File: config.mk
export PLATFORM = sky130hd
export DESIGN_NAME = fb_scanout_flat
export DESIGN_NICKNAME = d
export VERILOG_FILES = /design/src/rtl/fb_scanout_if.sv /design/src/rtl/fb_scanout.sv /design/src/flat_wrapper.sv
export SDC_FILE = /design/constraint.sdc
export NUM_CORES = 1
export LEC_CHECK = 0
export ABC_AREA = 0
export CAP_MARGIN = 20
export CORE_UTILIZATION = 54
export CTS_CLUSTER_SIZE = 20
export DETAILED_ROUTE_END_ITERATION = 8
export GPL_TIMING_DRIVEN = 0
export HOLD_SLACK_MARGIN = 0.1
export PLACE_DENSITY = 0.75
export SLEW_MARGIN = 20
export SYNTH_ARGS = -nofsm -noshare
export SYNTH_HDL_FRONTEND = slang
export SYNTH_SLANG_ARGS = --single-unit
File: constraint.sdc
create_clock -name clk -period 3.36 [get_ports clk]
set_input_delay 0.336 -clock clk [delete_from_list [all_inputs] [get_ports clk]]
set_output_delay 0.336 -clock clk [all_outputs]
set_load 0.02 [all_outputs]
File: src/rtl/fb_scanout_if.sv
// fb_scanout_if: SRAM arbiter port (req/we/addr/rdata/ack/ready) and RGB888 pixel stream.
// The master side is the scanout engine; the slave side is the arbiter plus display timing block.
interface fb_scanout_if;
    logic        mem_req;
    logic        mem_we;
    logic [23:0] mem_addr;
    logic [31:0] mem_rdata;
    logic        mem_ack;
    logic        mem_ready;
    logic        pix_valid;
    logic        pix_ready;
    logic [23:0] pix_data;
    logic        pix_sof;
    logic        pix_eol;

    modport master (
        output mem_req, mem_we, mem_addr,
        input  mem_rdata, mem_ack, mem_ready,
        output pix_valid, pix_data, pix_sof, pix_eol,
        input  pix_ready
    );

    modport slave (
        input  mem_req, mem_we, mem_addr,
        output mem_rdata, mem_ack, mem_ready,
        input  pix_valid, pix_data, pix_sof, pix_eol,
        output pix_ready
    );
endinterface

File: src/rtl/fb_scanout.sv
// fb_scanout: raster-order R5G6B5 framebuffer reader feeding an RGB888 pixel stream.
// Optional macro SCANOUT_UNDERFLOW_CNT_EN builds the saturating consumer-starvation counter;
// without it underflow_cnt is tied to zero.
module fb_scanout #(
    parameter int unsigned H_ACTIVE   = 640,
    parameter int unsigned V_ACTIVE   = 480,
    parameter int unsigned FIFO_DEPTH = 16
) (
    input  logic               clk,
    input  logic               rst_n,
    input  logic               frame_start,
    input  logic [19:0]        fb_base_addr,
    fb_scanout_if.master       bus,
    output logic               busy,
    output logic [15:0]        underflow_cnt
);
    localparam int unsigned XW = (H_ACTIVE > 1) ? $clog2(H_ACTIVE) : 1;
    localparam int unsigned YW = (V_ACTIVE > 1) ? $clog2(V_ACTIVE) : 1;
    localparam int unsigned AW = $clog2(FIFO_DEPTH);
    localparam int unsigned CW = AW + 1;

    typedef enum logic [1:0] {S_IDLE, S_FETCH, S_WAIT, S_DRAIN} state_e;

    typedef struct packed {
        logic [15:0] pix;
        logic        sof;
        logic        eol;
    } entry_t;

    state_e         state_q, state_d;
    logic [XW-1:0]  x_q, x_d;
    logic [YW-1:0]  y_q, y_d;
    logic [19:0]    base_q, base_d;
    logic           req_q, req_d;
    logic [23:0]    addr_q, addr_d;
    logic           restart_q, restart_d;
    logic           busy_q, busy_d;
    entry_t         fifo_q [FIFO_DEPTH];
    entry_t         fifo_d [FIFO_DEPTH];
    logic [AW-1:0]  wr_ptr_q, wr_ptr_d, rd_ptr_q, rd_ptr_d;
    logic [CW-1:0]  count_q, count_d;
    logic           valid_q, valid_d;
    logic [23:0]    data_q, data_d;
    logic           sof_q, sof_d, eol_q, eol_d;

    logic           push, pop, flush, do_restart;
    logic           x_last, y_last;
    logic [31:0]    full_addr;
    entry_t         push_entry, head;
    logic           unused_rdata_hi;

    function automatic logic [23:0] rgb888(input logic [15:0] p);
        return {p[15:11], p[15:13], p[10:5], p[10:9], p[4:0], p[4:2]};
    endfunction

    assign x_last          = (x_q == XW'(H_ACTIVE - 1));
    assign y_last          = (y_q == YW'(V_ACTIVE - 1));
    assign full_addr       = {base_q, 12'b0} + 32'(y_q) * H_ACTIVE + 32'(x_q);
    assign push_entry      = '{pix: bus.mem_rdata[15:0],
                               sof: (x_q == '0) && (y_q == '0),
                               eol: x_last};
    assign unused_rdata_hi = ^bus.mem_rdata[31:16];

    // Fetch sequencing, restart handling and FIFO/output next-state.
    always_comb begin
        state_d    = state_q;
        x_d        = x_q;
        y_d        = y_q;
        base_d     = base_q;
        req_d      = req_q;
        addr_d     = addr_q;
        restart_d  = restart_q;
        busy_d     = busy_q;
        push       = 1'b0;
        do_restart = 1'b0;
        pop        = valid_q && bus.pix_ready;

        case (state_q)
            S_IDLE: begin
                if (frame_start) do_restart = 1'b1;
            end
            S_FETCH: begin
                if (frame_start) begin
                    do_restart = 1'b1;
                end else if ((count_q < CW'(FIFO_DEPTH)) && bus.mem_ready) begin
                    req_d   = 1'b1;
                    addr_d  = full_addr[23:0];
                    state_d = S_WAIT;
                end
            end
            S_WAIT: begin
                if (bus.mem_ack) begin
                    req_d = 1'b0;
                    if (restart_q || frame_start) begin
                        // Data of the request issued before the restart is dropped.
                        do_restart = 1'b1;
                        restart_d  = 1'b0;
                    end else begin
                        push = 1'b1;
                        if (x_last) begin
                            x_d = '0;
                            if (y_last) begin
                                state_d = S_DRAIN;
                            end else begin
                                y_d     = y_q + YW'(1);
                                state_d = S_FETCH;
                            end
                        end else begin
                            x_d     = x_q + XW'(1);
                            state_d = S_FETCH;
                        end
                    end
                end else if (frame_start) begin
                    // Request must finish first; remember the new base now.
                    restart_d = 1'b1;
                    base_d    = fb_base_addr;
                end
            end
            S_DRAIN: begin
                if (frame_start) begin
                    do_restart = 1'b1;
                end else if (count_q == '0) begin
                    busy_d  = 1'b0;
                    state_d = S_IDLE;
                end
            end
            default: state_d = S_IDLE;
        endcase

        flush = do_restart;
        if (do_restart) begin
            if (frame_start) base_d = fb_base_addr;
            x_d     = '0;
            y_d     = '0;
            busy_d  = 1'b1;
            state_d = S_FETCH;
        end

        fifo_d   = fifo_q;
        wr_ptr_d = wr_ptr_q;
        rd_ptr_d = rd_ptr_q;
        count_d  = count_q;
        if (flush) begin
            wr_ptr_d = '0;
            rd_ptr_d = '0;
            count_d  = '0;
        end else begin
            if (push) begin
                fifo_d[wr_ptr_q] = push_entry;
                wr_ptr_d         = wr_ptr_q + AW'(1);
            end
            if (pop) rd_ptr_d = rd_ptr_q + AW'(1);
            count_d = count_q + CW'(push) - CW'(pop);
        end

        head    = fifo_d[rd_ptr_d];
        valid_d = (count_d != '0);
        data_d  = rgb888(head.pix);
        sof_d   = head.sof;
        eol_d   = head.eol;
    end

    // State, FIFO storage and registered outputs.
    always_ff @(posedge clk or negedge rst_n) begin
        if (!rst_n) begin
            state_q   <= S_IDLE;
            x_q       <= '0;
            y_q       <= '0;
            base_q    <= '0;
            req_q     <= 1'b0;
            addr_q    <= '0;
            restart_q <= 1'b0;
            busy_q    <= 1'b0;
            fifo_q    <= '{default: '0};
            wr_ptr_q  <= '0;
            rd_ptr_q  <= '0;
            count_q   <= '0;
            valid_q   <= 1'b0;
            data_q    <= '0;
            sof_q     <= 1'b0;
            eol_q     <= 1'b0;
        end else begin
            state_q   <= state_d;
            x_q       <= x_d;
            y_q       <= y_d;
            base_q    <= base_d;
            req_q     <= req_d;
            addr_q    <= addr_d;
            restart_q <= restart_d;
            busy_q    <= busy_d;
            fifo_q    <= fifo_d;
            wr_ptr_q  <= wr_ptr_d;
            rd_ptr_q  <= rd_ptr_d;
            count_q   <= count_d;
            valid_q   <= valid_d;
            data_q    <= data_d;
            sof_q     <= sof_d;
            eol_q     <= eol_d;
        end
    end

    assign bus.mem_req   = req_q;
    assign bus.mem_we    = 1'b0;
    assign bus.mem_addr  = addr_q;
    assign bus.pix_valid = valid_q;
    assign bus.pix_data  = data_q;
    assign bus.pix_sof   = sof_q;
    assign bus.pix_eol   = eol_q;
    assign busy          = busy_q;

`ifdef SCANOUT_UNDERFLOW_CNT_EN
    logic [15:0] ufl_q;

    // Count cycles the consumer wanted a pixel during a frame but none was ready.
    always_ff @(posedge clk or negedge rst_n) begin
        if (!rst_n) begin
            ufl_q <= '0;
        end else if (frame_start) begin
            ufl_q <= '0;
        end else if (busy_q && bus.pix_ready && !valid_q && (ufl_q != 16'hFFFF)) begin
            ufl_q <= ufl_q + 16'd1;
        end
    end

    assign underflow_cnt = ufl_q;
`else
    assign underflow_cnt = 16'd0;
`endif

endmodule

File: src/flat_wrapper.sv
// flat-port wrapper written by rule: the top's interface ports become plain ports
module fb_scanout_flat 
#(
    parameter int unsigned H_ACTIVE   = 640,
    parameter int unsigned V_ACTIVE   = 480,
    parameter int unsigned FIFO_DEPTH = 16
)
  (clk, rst_n, frame_start, fb_base_addr, busy, underflow_cnt, bus_mem_req, bus_mem_we, bus_mem_addr, bus_mem_rdata, bus_mem_ack, bus_mem_ready, bus_pix_valid, bus_pix_data, bus_pix_sof, bus_pix_eol, bus_pix_ready);
  fb_scanout_if bus_i ();
  input  logic clk;
  input  logic rst_n;
  input  logic frame_start;
  input  logic [19:0] fb_base_addr;
  output logic busy;
  output logic [15:0] underflow_cnt;
  output wire logic [$bits(bus_i.mem_req)-1:0] bus_mem_req;
  output wire logic [$bits(bus_i.mem_we)-1:0] bus_mem_we;
  output wire logic [$bits(bus_i.mem_addr)-1:0] bus_mem_addr;
  input wire logic [$bits(bus_i.mem_rdata)-1:0] bus_mem_rdata;
  input wire logic [$bits(bus_i.mem_ack)-1:0] bus_mem_ack;
  input wire logic [$bits(bus_i.mem_ready)-1:0] bus_mem_ready;
  output wire logic [$bits(bus_i.pix_valid)-1:0] bus_pix_valid;
  output wire logic [$bits(bus_i.pix_data)-1:0] bus_pix_data;
  output wire logic [$bits(bus_i.pix_sof)-1:0] bus_pix_sof;
  output wire logic [$bits(bus_i.pix_eol)-1:0] bus_pix_eol;
  input wire logic [$bits(bus_i.pix_ready)-1:0] bus_pix_ready;
  assign bus_mem_req = bus_i.mem_req;
  assign bus_mem_we = bus_i.mem_we;
  assign bus_mem_addr = bus_i.mem_addr;
  assign bus_i.mem_rdata = bus_mem_rdata;
  assign bus_i.mem_ack = bus_mem_ack;
  assign bus_i.mem_ready = bus_mem_ready;
  assign bus_pix_valid = bus_i.pix_valid;
  assign bus_pix_data = bus_i.pix_data;
  assign bus_pix_sof = bus_i.pix_sof;
  assign bus_pix_eol = bus_i.pix_eol;
  assign bus_i.pix_ready = bus_pix_ready;
  fb_scanout #(.H_ACTIVE(H_ACTIVE), .V_ACTIVE(V_ACTIVE), .FIFO_DEPTH(FIFO_DEPTH)) u_core (.clk(clk), .rst_n(rst_n), .frame_start(frame_start), .fb_base_addr(fb_base_addr), .bus(bus_i), .busy(busy), .underflow_cnt(underflow_cnt));
endmodule
==> flow_summary_export.csv, run 1 <==
group,metric,value,unit
synthesis,async_flop_share,1.00,
clock_network,cts.root.buffer_cell,"sky130_fd_sc_hd__clkbuf_16",
routing,firstDrtPassIters,7,
synthesis,total_of_warnings_raised_by_yosys,0,
synthesis,synth.lib_cells_used.distinct,64,
timing,clock_skew,21.0,ps
setup_path,cp-end-kind,"flop",
finish,final-instance-count-excl-fill,2408,
timing,report.final.hold_viol_count,0,
timing,final_min_period_over_clock_period,1.03,
synthesis,synthesis.instances,1765,
floorplan,design.portCount,128,
floorplan,num_rows,67,
timing,fin_tns_setup,-140,ps
setup_path,critical_path.max_stage_delay,430,ps
finish,n_fill_cell,2624,
placed_design,placed_cells,2318,
placed_design,place_congestion,0.903,
setup_path,path_class,"reg2reg",
pwr,power.density,599,nW/µm²
grt,grt_start_max_net_pins,97,
clock_network,cts_tree,"yes",
synthesis,yosys.area_share.simple,0.154,
floorplan,die_area,35100,µm²
grt,grt_pass1_wl,81.7,mm
floorplan,die_w,187,µm
run_status,run_status,"finished with violations",
timing,max_freq,290,MHz
routing,drtAntennaViolNets,0,
finish,layout.nets,2034,
placed_design,hpwlAfterDp,34.9,mm
finish,final-seq-area,9510,µm²
timing,timing.final.ws_setup,-91.8,ps
routing,vias,14500,
synthesis,post_synth.cell_area_avg,10.5,µm²
clock_network,tritoncts.num_buffers,41,
floorplan,chipHeight,187,µm
timing,maxSlewHeadroom,0.366,
clock_network,clock_path_buffers,3,
worst_hold_path,hold_path_class,"in2reg",
run_status,failed_checks,"setup timing",
placed_design,post-place-ws,-770,ps
synthesis,postSynthRegisterBits,380,
setup_path,crit_path_cell_trace,"ha_4, ha_4, inv_2, fa_2, inv_2, a21oi_2, o21ai_1, buf_4, xor2_1, ha_1, and3_4, a21oi_4, o211ai_1, a41o_1, a21o_1, nand2_1, xor2_1, o21ai_1",
finish,layout_commonest_cell,"sky130_fd_sc_hd__dfrtp_1",
setup_path,required,3770,ps
synthesis,share_of_synthesized_area_spent_on_multiplexers,0.158,
synthesis,dominant_combinational_cell_family_by_area_after_synthesis,"multiplexers",
placed_design,portBuffers,85,
setup_path,critical-path-slowest-cell,"sky130_fd_sc_hd__dfrtp_2",
timing,max_slew.worst_pin.slew,951,ps
synthesis,seq_area_frac_synth,0.513,
floorplan,initial_utilization,0.551,
timing,unrepaired_setup_endpoints_after_global_routing,"yes",
finish,multiInputGateArea,8490,µm²
routing,route.detailed.drc,0,
finish,antenna-diode-count,0,
finish,area.growth.synth_to_final,18.5,%
synthesis,synth_edf_count,0,
job,max_capacitance_violation_total,0,
clock_network,cts_num_sinks,380,
finish,layout_common_cells,"sky130_fd_sc_hd__dfrtp_1, sky130_fd_sc_hd__nor2_1, sky130_fd_sc_hd__nand2_1",
grt,grt_antenna_before_repair,0,
grt,grt-ovfl-total,0,
synthesis,synth-main-ff-cell,"sky130_fd_sc_hd__dfrtp_1",
floorplan,coreArea,33700,µm²
routing,avgViaCountPerCell,6.01,
synthesis,post_synth_fa_ha_maj_area_fraction,0.0295,
setup_path,critPathLaunchType,"flop",
synthesis,synth_compound_area_frac,0.0823,
routing,wl,53.1,mm
routing,detailed_route_wire_length_per_cell,22.0,µm
clock_network,clk-insertion-delay-late,540,ps
clock_network,htreeDepth,2,
grt,global_route.usage.total,0.302,
pwr,worst_ir_drop_vdd,433,µV
timing,report.final.setup_viol,2,
setup_path,worstPathMaxFanout,3,
clock_network,clock_pin_slew_worst_setup_and_hold_paths,60,ps
timing,post-route-min-period,3450,ps
finish,layout-drive-gt1-share,0.214,
pwr,power.leakage,10.6,nW
grt,grt_pass1_vias,14500,
timing,slew_violations,0,
setup_path,cp.arrival,3860,ps
routing,drt_iter0_drc,1150,
synthesis,synth_xor_xnor_area_share,0.0189,
synthesis,netlist_area,18600,µm²
-- sequential cells by signal, summed over array words and instances, names as in the netlist, named ones only --
register / cells
u_core.busy: 1
u_core.bus.pix_eol: 1
u_core.bus.pix_sof: 1
u_core.bus.pix_valid: 1
u_core.wr_ptr_q: 4
u_core.state_q: 2
u_core.bus.mem_req: 1
u_core.fifo_q: 288
u_core.rd_ptr_q: 4
u_core.restart_q: 1
u_core.y_q: 9
u_core.bus.pix_data: 16
u_core.x_q: 10
u_core.count_q: 5
u_core.bus.mem_addr: 24
-- kinds of logic after synthesis --
family | count (synthesis)
and+or+nand+nor | 643
DFF | 380
muxes | 254
AOI/OAI and AO/OA | 228
buffers and inverters | 177
adders and majority gates | 42
xor gates and xnor gates | 40
other | 1
-- worst paths after layout --
check                                              from                             endpoint  slack, ps  cells after the start
setup / recovery              u_core.y_q[3]$_DFFE_PN0P_  u_core.bus.mem_addr[20]$_DFFE_PN0P_        -90                     18
hold / removal                              bus_mem_ack         u_core.restart_q$_DFFE_PN0P_        240                      2
setup reg to reg              u_core.y_q[3]$_DFFE_PN0P_  u_core.bus.mem_addr[20]$_DFFE_PN0P_        -90                     18
hold reg to reg            u_core.fifo_q[103]$_DFF_PN0_         u_core.fifo_q[103]$_DFF_PN0_        460                      2
max in group asynchronous                         rst_n     u_core.bus.pix_data[5]$_DFF_PN0_       1800                      4
min in group asynchronous                         rst_n          u_core.count_q[2]$_DFF_PN0_        350                      2
-- where the power goes --
group / switching (mW) / internal (mW) / leakage [nW]
logic: 2.17 / 1.39 / 4.77
registers: 0.184 / 4.91 / 5.20
clock network: 1.81 / 2.72 / 0.654
total: 4.16 / 9.02 / 10.6
-- critical path, delay by kind of cell, from the launching register on --
family	cells	cell delay (ps)
AOI/OAI and AO/OA	7	1040
xor gates and xnor gates	2	290
adders and majority gates	4	1040
DFF	1	430
buffers and inverters	3	240
and+or+nand+nor	2	280
-- what timing repair did --
item,CTS,global route
pin swaps,14,13
setup buffers,16,6
hold endpoints to repair,61,0
endpoints found under the setup margin,26,27
resized for setup,58,60
hold buffers,1,0
-- layer usage --
layer,global-route usage,share of wire
met3,0.0730,0.085
met1,0.397,0.41
met2,0.479,0.47
met4,0.127,0.040
met5,0,0
-- synth_stat cells (3+ instances only) --
library cell | instances | area (µm²)
sky130_fd_sc_hd__mux2_4 | 26 | 390
sky130_fd_sc_hd__a21oi_1 | 20 | 100
sky130_fd_sc_hd__or4_1 | 3 | 22.5
sky130_fd_sc_hd__nand2b_1 | 9 | 56.3
sky130_fd_sc_hd__buf_1 | 7 | 26.3
sky130_fd_sc_hd__a211oi_1 | 33 | 248
sky130_fd_sc_hd__o31ai_1 | 18 | 135
sky130_fd_sc_hd__nor3b_1 | 3 | 22.5
sky130_fd_sc_hd__mux2_2 | 165 | 1860
sky130_fd_sc_hd__a31oi_1 | 33 | 206
sky130_fd_sc_hd__nor3_2 | 3 | 30.0
sky130_fd_sc_hd__o21ai_1 | 5 | 25.0
sky130_fd_sc_hd__ha_1 | 39 | 488
sky130_fd_sc_hd__fa_1 | 3 | 60.1
sky130_fd_sc_hd__o2111ai_1 | 5 | 43.8
sky130_fd_sc_hd__xor2_1 | 23 | 201
sky130_fd_sc_hd__nand4b_1 | 4 | 35.0
sky130_fd_sc_hd__and3_1 | 8 | 50.1
sky130_fd_sc_hd__a21o_1 | 7 | 52.6
sky130_fd_sc_hd__o211ai_1 | 5 | 37.5
sky130_fd_sc_hd__or3_1 | 26 | 163
sky130_fd_sc_hd__nor3_1 | 61 | 305
sky130_fd_sc_hd__clkbuf_1 | 92 | 345
sky130_fd_sc_hd__and2_1 | 6 | 37.5
sky130_fd_sc_hd__buf_6 | 7 | 78.8
sky130_fd_sc_hd__nor2_1 | 241 | 905
sky130_fd_sc_hd__dfrtp_1 | 380 | 9510
sky130_fd_sc_hd__mux2_1 | 39 | 439
sky130_fd_sc_hd__inv_1 | 25 | 93.8
sky130_fd_sc_hd__xnor2_1 | 17 | 149
sky130_fd_sc_hd__nor2b_1 | 4 | 25.0
sky130_fd_sc_hd__nand3_1 | 12 | 60.1
sky130_fd_sc_hd__mux2i_1 | 24 | 240
sky130_fd_sc_hd__buf_2 | 16 | 80.1
sky130_fd_sc_hd__nand2_1 | 229 | 860
sky130_fd_sc_hd__o211a_1 | 3 | 30.0
sky130_fd_sc_hd__buf_4 | 26 | 195
sky130_fd_sc_hd__nor4_1 | 5 | 31.3
sky130_fd_sc_hd__nand4_1 | 11 | 68.8
sky130_fd_sc_hd__o21ai_0 | 56 | 280
sky130_fd_sc_hd__o311ai_1 | 33 | 289
-- final cells by class --
type | instances | area share
Multi-Input combinational cell | 1224 | 0.386
Clock inverter | 12 | 0.00786
Inverter | 29 | 0.00495
Tap cell | 448 | 0.0255
Clock buffer | 57 | 0.0531
Sequential cell | 380 | 0.433
Buffer | 146 | 0.0372
Timing Repair Buffer | 112 | 0.0521
-- metrics by stage --
| step | hold slack (ps) | utilization | total power [mW] | area, µm² |
|---|---|---|---|---|
| floorplan | 40.4 | - | 7.13 | 18600 |
| global placement | 444 | 0.594 | 8.44 | 20000 |
| detailed placement | 324 | 0.598 | 8.52 | 20100 |
| CTS | 210 | 0.646 | 13.1 | 21800 |
| global route | 289 | 0.652 | 13.7 | 22000 |
| finish | 243 | 0.652 | 13.2 | 22000 |
(Power assumes the default switching activity.)
==> run 2, diff against run 1 <==
SKIP_CTS_REPAIR_TIMING = 1   (was unset)
==> run 2 against run 1 <==
Net effect: the run still ends with setup timing left; hold slack lost 0.71 ps; sequential power is essentially flat; fmax grew 1.8%; design area shrank 0.22%; die area is the same; setup slack gained 61 ps; sequential share of layout area grew 0.10 points; core utilization shrank 0.14 points; first-iteration DRC count grew 1.7%; routed wire length shrank 1.1%; non-clock buffer count shrank 2.
==> flow_summary_export.csv, run 2 (synthesized netlist as in run 1, its figures left out) <==
group,metric,value,unit
run_status,run_status,"finished with violations",
run_status,failed_checks,"setup timing",
setup_path,critPathLaunchType,"flop",
floorplan,coreArea,33700,µm²
setup_path,cp.arrival,3800,ps
routing,highest-signal-layer,"met4",
floorplan,die_w,187,µm
timing,slew_violations,0,
timing,max_freq,295,MHz
grt,grt_pass1_vias,14300,
finish,n_fill_cell,2637,
floorplan,initial_utilization,0.551,
clock_network,clock_path_buffers,3,
routing,firstDrtPassIters,5,
clock_network,htreeDepth,2,
routing,vias,14400,
floorplan,chipHeight,187,µm
finish,layout_common_cells,"sky130_fd_sc_hd__dfrtp_1, sky130_fd_sc_hd__nor2_1, sky130_fd_sc_hd__nand2_1",
finish,multiInputGateArea,8480,µm²
placed_design,place_congestion,0.903,
setup_path,r2r_cells,17,
routing,drtAntennaViolNets,0,
clock_network,cts.root.buffer_cell,"sky130_fd_sc_hd__clkbuf_16",
timing,clock_skew,21.8,ps
worst_hold_path,min_path_cells,2,
setup_path,worstPathMaxFanout,4,
finish,layout_commonest_cell,"sky130_fd_sc_hd__dfrtp_1",
routing,wl,52.5,mm
floorplan,num_rows,67,
timing,unrepaired_setup_endpoints_after_global_routing,"yes",
grt,grt_pass1_wl,80.9,mm
clock_network,cts_num_sinks,380,
floorplan,design.portCount,128,
setup_path,path_class,"reg2reg",
job,max_capacitance_violation_total,0,
clock_network,clock_pin_slew_worst_setup_and_hold_paths,60,ps
clock_network,cts_tree,"yes",
placed_design,portBuffers,85,
finish,final_area,21900,µm²
floorplan,die_area,35100,µm²
routing,detailed_route_wire_length_per_cell,21.8,µm
timing,max_slew.worst_pin.slew,977,ps
timing,maxSlewHeadroom,0.349,
finish,final-instance-count-excl-fill,2406,
routing,route.met2.wl,24.2,mm
finish,layout-drive-gt1-share,0.213,
timing,report.final.hold_viol_count,0,
clock_network,tritoncts.num_buffers,41,
placed_design,hpwlAfterDp,34.9,mm
routing,route.detailed.drc,0,
grt,grt_antenna_before_repair,0,
grt,grt_start_max_net_pins,97,
finish,final-seq-area,9510,µm²
routing,avgViaCountPerCell,5.98,
timing,post-route-min-period,3390,ps
finish,antenna-diode-count,0,
routing,drt_iter0_drc,1169,
finish,largest_register,"u_core.fifo_q",
finish,area.growth.synth_to_final,18.2,%
placed_design,placedInstanceArea,20100,µm²
setup_path,required,3770,ps
placed_design,placed_cells,2318,
finish,largest_reg_flops,288,
finish,layout.nets,2032,
timing,report.final.setup_viol,2,
setup_path,cp-end-kind,"flop",
pwr,power.density,600,nW/µm²
routing,met3_length,4.46,mm
grt,global_route.usage.total,0.299,
grt,grt-ovfl-total,0,
pwr,power.leakage,10.6,nW
clock_network,clk-insertion-delay-late,540,ps
timing,timing.final.ws_setup,-31.1,ps
worst_hold_path,hold_path_class,"in2reg",
routing,routedLengthMet1,21.7,mm
timing,final_min_period_over_clock_period,1.01,
pwr,worst_ir_drop_vdd,432,µV
-- run 2: changes by cell type in the layout (fill, tap and decap cells not counted), sizes merged --
| cell | before | now |
|---|---|---|
| buf | 83 | 84 |
| clkbuf | 145 | 144 |
| clkdlybuf4s15 | 2 | 0 |
-- run 2: power by group --
group	switching (mW)	leakage [nW]	internal [mW]
Clock	1.80	0.654	2.72
Sequential	0.186	5.20	4.91
Combinational	2.16	4.76	1.39
-- run 2: worst paths after layout --
kind,start,end,slack [ps]
setup / recovery,u_core.y_q[3]$_DFFE_PN0P_,u_core.bus.mem_addr[20]$_DFFE_PN0P_,-30
hold / removal,bus_mem_ack,u_core.restart_q$_DFFE_PN0P_,240
setup reg to reg,u_core.y_q[3]$_DFFE_PN0P_,u_core.bus.mem_addr[20]$_DFFE_PN0P_,-30
hold reg to reg,u_core.fifo_q[26]$_DFF_PN0_,u_core.fifo_q[26]$_DFF_PN0_,460
max in group asynchronous,rst_n,u_core.fifo_q[131]$_DFF_PN0_,1800
min in group asynchronous,rst_n,u_core.count_q[2]$_DFF_PN0_,350
-- run 2: worst max-delay path: stages, from the launching register on --
cell and delay [ps]:
sky130_fd_sc_hd__dfrtp_2 450, sky130_fd_sc_hd__ha_4 290, sky130_fd_sc_hd__ha_4 130, sky130_fd_sc_hd__inv_2 30, sky130_fd_sc_hd__fa_2 350, sky130_fd_sc_hd__inv_2 60, sky130_fd_sc_hd__a21oi_2 40, sky130_fd_sc_hd__o21ai_2 140
sky130_fd_sc_hd__a21o_1 130, sky130_fd_sc_hd__a21o_1 130, sky130_fd_sc_hd__xor2_1 190, sky130_fd_sc_hd__ha_2 310, sky130_fd_sc_hd__or2_4 230, sky130_fd_sc_hd__a41o_1 270, sky130_fd_sc_hd__a21o_1 200, sky130_fd_sc_hd__nand2_1 90
sky130_fd_sc_hd__xor2_1 150, sky130_fd_sc_hd__o21ai_1 70
-- run 2: area by class of cell --
cell class              count  share of cell area
flip-flops and latches    380               0.434
multi-input cells        1224               0.387
clock buffers              57              0.0532
repair buffers            111              0.0517
plain buffers             145              0.0363
well taps                 448              0.0256
clock inverters            12             0.00787
inverters                  29             0.00496
-- run 2: through the flow --
step	setup slack (ps)	utilization	TNS (ps)	power, mW	hold WS [ps]
after CTS	-544	0.637	-8030	13.0	-216
after global placement	-14340	0.594	-5444330	8.44	444
after floorplan	45.0	-	0	7.13	40.4
final	-31.1	0.651	-50.0	13.2	242
after global routing	-168	0.651	-500	13.7	289
after detailed placement	-770	0.598	-11760	8.52	324
-- run 2: per-layer routing --
layer | up-vias | GRT usage
li1 | 6432 | -
met1 | 7184 | 0.395
met2 | 630 | 0.472
met3 | 145 | 0.0730
met4 | 0 | 0.125
met5 | - | 0
